==> config.mk <==
export PLATFORM = sky130hd
export DESIGN_NAME = piso_frame_tx
export DESIGN_NICKNAME = d
export VERILOG_FILES = /design/src/rtl/piso_pkg.sv /design/src/rtl/bit_tick_gen.sv /design/src/rtl/piso_frame_tx.sv
export SDC_FILE = /design/constraint.sdc
export NUM_CORES = 1
export LEC_CHECK = 0
export ABC_AREA = 1
export CAP_MARGIN = 15
export CORE_ASPECT_RATIO = 0.75
export CORE_UTILIZATION = 54
export CTS_BUF_LIST = sky130_fd_sc_hd__clkbuf_16
export CTS_CLUSTER_SIZE = 10
export DETAILED_ROUTE_END_ITERATION = 12
export PLACE_DENSITY = 0.87
export SYNTH_ARGS = -nofsm -noshare
export SYNTH_HDL_FRONTEND = slang
export SYNTH_SLANG_ARGS = --single-unit
export TNS_END_PERCENT = 1
==> constraint.sdc <==
create_clock -name CLK -period 1.6 [get_ports CLK]
set_input_delay 0.16 -clock CLK [delete_from_list [all_inputs] [get_ports CLK]]
set_output_delay 0.16 -clock CLK [all_outputs]
set_load 0.02 [all_outputs]
==> src/rtl/piso_pkg.sv <==
// Shared types and constants for the framed PISO transmitter.
package piso_pkg;
  typedef enum logic [2:0] {IDLE, START, DATA, PARITY, STOP} tx_state_t;
  localparam int   DATA_BITS = 8;
  localparam logic SOUT_IDLE = 1'b1;
endpackage

==> src/rtl/bit_tick_gen.sv <==
// Bit-period timer: counts 0..CLKS_PER_BIT-1 and flags the last cycle of each bit.
module bit_tick_gen #(
  parameter int CLKS_PER_BIT = 4
) (
  input  logic CLK,
  input  logic RSTN,
  input  logic clr,
  output logic tick
);
  logic [7:0] cnt;

  assign tick = (cnt == 8'(CLKS_PER_BIT - 1));

  always_ff @(posedge CLK) begin
    if (!RSTN)            cnt <= '0;
    else if (clr || tick) cnt <= '0;
    else                  cnt <= cnt + 8'd1;
  end
endmodule

==> src/rtl/piso_frame_tx.sv <==
// Framed serial transmitter: start bit, 8 data bits LSB first, optional even parity, stop bit.
module piso_frame_tx
  import piso_pkg::*;
#(
  parameter int CLKS_PER_BIT = 4,
  parameter bit PARITY_EN    = 1'b0
) (
  input  logic                 CLK,
  input  logic                 RSTN,
  input  logic [DATA_BITS-1:0] Din,
  input  logic                 DVALID,
  output logic                 DREADY,
  output logic                 SOUT,
  output logic                 BUSY,
  output logic                 DONE
);
  tx_state_t            state, state_nxt;
  logic [DATA_BITS-1:0] shreg, shreg_nxt;
  logic                 par, par_nxt;
  logic [2:0]           bidx, bidx_nxt;
  logic                 sout_q, sout_nxt;
  logic                 done_q, done_nxt;
  logic                 tick;

  assign DREADY = RSTN && (state == IDLE);
  assign BUSY   = (state != IDLE);
  assign SOUT   = sout_q;
  assign DONE   = done_q;

  // Timer restarts on every state change so each bit gets a full period.
  bit_tick_gen #(.CLKS_PER_BIT(CLKS_PER_BIT)) u_tick (
    .CLK  (CLK),
    .RSTN (RSTN),
    .clr  (state_nxt != state),
    .tick (tick)
  );

  always_comb begin
    state_nxt = state;
    shreg_nxt = shreg;
    par_nxt   = par;
    bidx_nxt  = bidx;
    case (state)
      IDLE: if (DVALID && DREADY) begin
        shreg_nxt = Din;
        par_nxt   = PARITY_EN ? ^Din : 1'b0;
        state_nxt = START;
      end
      START:  if (tick) state_nxt = DATA;
      DATA: if (tick) begin
        shreg_nxt = shreg >> 1;
        bidx_nxt  = bidx + 3'd1;
        if (bidx == 3'd7) state_nxt = PARITY_EN ? PARITY : STOP;
      end
      PARITY: if (tick) state_nxt = STOP;
      STOP:   if (tick) state_nxt = IDLE;
      default: state_nxt = IDLE;
    endcase

    done_nxt = (state == STOP) && tick;

    // Line level is registered from the next state so it changes on the same edge.
    sout_nxt = SOUT_IDLE;
    case (state_nxt)
      START:   sout_nxt = 1'b0;
      DATA:    sout_nxt = shreg_nxt[0];
      PARITY:  sout_nxt = par_nxt;
      default: sout_nxt = SOUT_IDLE;
    endcase
  end

  always_ff @(posedge CLK) begin
    if (!RSTN) begin
      state  <= IDLE;
      shreg  <= '0;
      par    <= 1'b0;
      bidx   <= '0;
      sout_q <= SOUT_IDLE;
      done_q <= 1'b0;
    end else begin
      state  <= state_nxt;
      shreg  <= shreg_nxt;
      par    <= par_nxt;
      bidx   <= bidx_nxt;
      sout_q <= sout_nxt;
      done_q <= done_nxt;
    end
  end
endmodule

==> flow_summary.json <==
{
  "worstSetupEndpointType": "flip-flop",
  "dp_slack_ns": 0.0626,
  "hold_viol_final": 0,
  "finalSetupViolations": 0,
  "ff2ff_setup_slack_ns": 0.11,
  "p_comb_share_pct": 14.6,
  "syn2layout_area_growth_pct": 23.9,
  "grt_max_degree": 15,
  "drt-total-wl_mm": 2.39,
  "syn-num-nets": 173,
  "vias_per_cell": 5.15,
  "grt_pass1_wl_mm": 4.10,
  "violations": "design-rule violations",
  "intPower_uw": 1080,
  "synth_area_per_cell_um2": 7.73,
  "slew_violations": 0,
  "antenna_found_initial": 0,
  "cts.path.max_buffers": 2,
  "layout_common_cells": "38 x nand2_1, 25 x dfxtp_1, 20 x nor2_1",
  "nNetsFinal": 196,
  "cellLeakagePower_uw": 0.000645,
  "fp.dieW_um": 57.1,
  "r2r_cells": 10,
  "die_height_um": 43.3,
  "tightest_slew_ns": 0.270,
  "critPathMaxFanout": 8,
  "rr_endpoint": "u_tick.cnt[7]",
  "cts.sinks": 25,
  "p_per_area_nw_per_um2": 942,
  "cts_buffers": 3,
  "ys_seq_elements": 25,
  "clk_latency_ns": 0.26,
  "final_common_cell": "nand2_1",
  "tns_ns": 0,
  "maxCapViolCount": 0,
  "io_buffer_count": 14,
  "die_area_um2": 2470,
  "antennaDiodeCount": 0,
  "syn_inst": 159,
  "gr-usage-all-layers_pct": 22.4,
  "p_switching_uw": 354,
  "ys_seq_area_share_pct": 40.7,
  "startpoint_type": "flip-flop",
  "grt_overflow": 0,
  "pwr-share-seq_pct": 46.7,
  "num_rows": 14,
  "clockPowerShare_pct": 38.7,
  "max_freq_mhz": 672,
  "grt_pass1_vias": 1020,
  "whs_endpoint": "shreg[7]",
  "post-route-period-util_pct": 93.0,
  "drc": 5,
  "cp.required_ns": 1.75,
  "initial_core_util_pct": 59.4,
  "ant_nets": 0,
  "min_from": "shreg[7]",
  "setup_ws_ns": 0.112,
  "syn_area_um2": 1230,
  "worstSetupPathType": "flip-flop to flip-flop",
  "holdBufCountCts": 0,
  "hold-worst-slack_ns": 0.462,
  "h-tree-depth": 1,
  "placed_cells": 201,
  "maxSlewHeadroom_pct": 82.0,
  "core_um2": 2070,
  "skew_ns": 0.00154,
  "grt_setup_unrepaired": "false",
  "clock-root-buffer": "clkbuf_16",
  "io_pins": 15,
  "drive_above_1_share_pct": 23.2,
  "hpwl_mm": 1.77,
  "hp-class": "flip-flop to flip-flop",
  "tritoncts": "done",
  "crit_arrival_ns": 1.64,
  "switching_share_pct": 24.7,
  "place.gp.congestion": 0.821,
  "outcome": "finished with violations",
  "ir_worst_vdd_mv": 0.760,
  "synth_cell_types": 25,
  "r2r-start": "u_tick.cnt[0]",
  "holdPathStages": 2,
  "final_cells": 205,
  "ys_warn_count": 0,
  "wl_per_cell_um": 11.7,
  "path_clk_slew_ns": 0.06,
  "vias": 1056,
  "period_minus_slack_ns": 1.49,
  "postCtsSetupRepairBufs": 0,
  "drt_iter0_drc": 39,
  "first_pass_iters": 8
}
-- critical path: stages, from the launching register on --
cell and delay, ns:
dfxtp_1 0.38, ha_4 0.17, nand2_2 0.07, nor2_4 0.14
nand2_4 0.12, nor2_4 0.11, o21ai_2 0.06, nand2_2 0.07
nand2_2 0.06, nand2_4 0.14, nor2_2 0.05
-- timing repair --
action	CTS	global route
gates resized for setup	2	2
gates cloned	0	0
hold endpoints to repair	0	0
endpoints found under the setup margin	2	11
-- metrics by stage --
step	area, um2	power, uW	utilization, %
finish	1520	1440	73.7
global route	1520	1490	73.7
CTS	1510	1430	73.1
detailed placement	1430	890	69.3
global placement	1430	882	69.3
floorplan	1230	808	-
-- kinds of logic (layout without fill, tap and decap cells) --
family / after synthesis / in the layout / share of synthesized area [%]
xor+xnor: 7 / 7 / 4.99
flops: 25 / 25 / 40.7
fa+ha+maj: 3 / 3 / 3.06
buf+inv: 19 / 41 / 6.01
simple gates: 91 / 91 / 38.2
compound gates: 14 / 14 / 7.03
-- how the worst max path moves through the flow --
stage                       start       endpoint  slack [ns]  depth (start not counted)
detailed placement           RSTN  u_tick.cnt[7]        0.06                          7
global route        u_tick.cnt[0]  u_tick.cnt[7]        0.02                         10
finish              u_tick.cnt[0]  u_tick.cnt[7]        0.11                         10
CTS                 u_tick.cnt[0]  u_tick.cnt[7]        0.06                         10
global placement             RSTN         DREADY        0.06                          4
floorplan           u_tick.cnt[0]  u_tick.cnt[2]        0.18                         10
-- power by group through the flow --
| stage | logic [uW] | clock network, uW | registers (uW) |
|---|---|---|---|
| 5_1_grt | 231 | 589 | 671 |
| 3_5_place_dp | 211 | 0 | 680 |
| 3_3_place_gp | 204 | 0 | 678 |
| 4_1_cts | 208 | 560 | 666 |
| 6_report | 210 | 555 | 670 |
| 2_1_floorplan | 127 | 0 | 681 |
-- synthesized netlist by cell type, drive strengths merged --
master | n | area (um2)
nand4 | 1 | 12.5
dfxtp | 25 | 500
a31oi | 8 | 50.1
nand3b | 1 | 7.51
nand2 | 44 | 190
a21oi | 1 | 5.00
nor3 | 3 | 20.0
ha | 3 | 37.5
o31ai | 1 | 7.51
inv | 18 | 70.1
nor2 | 36 | 209
clkbuf | 1 | 3.75
xor2 | 6 | 52.6
o21ai | 4 | 23.8
nand3 | 6 | 30.0
xnor2 | 1 | 8.76
-- state kept, by name, indices dropped and copies added (netlist names) --
name and cells:
par 1, shreg 8, state 3, u_tick.cnt 8, DONE 1, bidx 3
SOUT 1
-- metal layers --
metal  vias to the layer above  global-route usage, %  part of all wire [%]
met5                         -                      0                     0
met4                         0                   9.27                   1.3
met3                         6                   7.62                   4.5
met2                        25                   39.3                    50
met1                       472                   25.0                    44
li1                        553                      -                     -
-- cell type report --
| cell class | count | area, um2 |
|---|---|---|
| flip-flops and latches | 25 | 500 |
| clock inverters | 1 | 5.00 |
| repair buffers | 19 | 175 |
| inverters | 18 | 70.1 |
| well taps | 24 | 30.0 |
| clock buffers | 3 | 75.1 |
| multi-input cells | 115 | 667 |
| fillers | 153 | 544 |
Note: power is estimated with default switching activity, not from simulation.
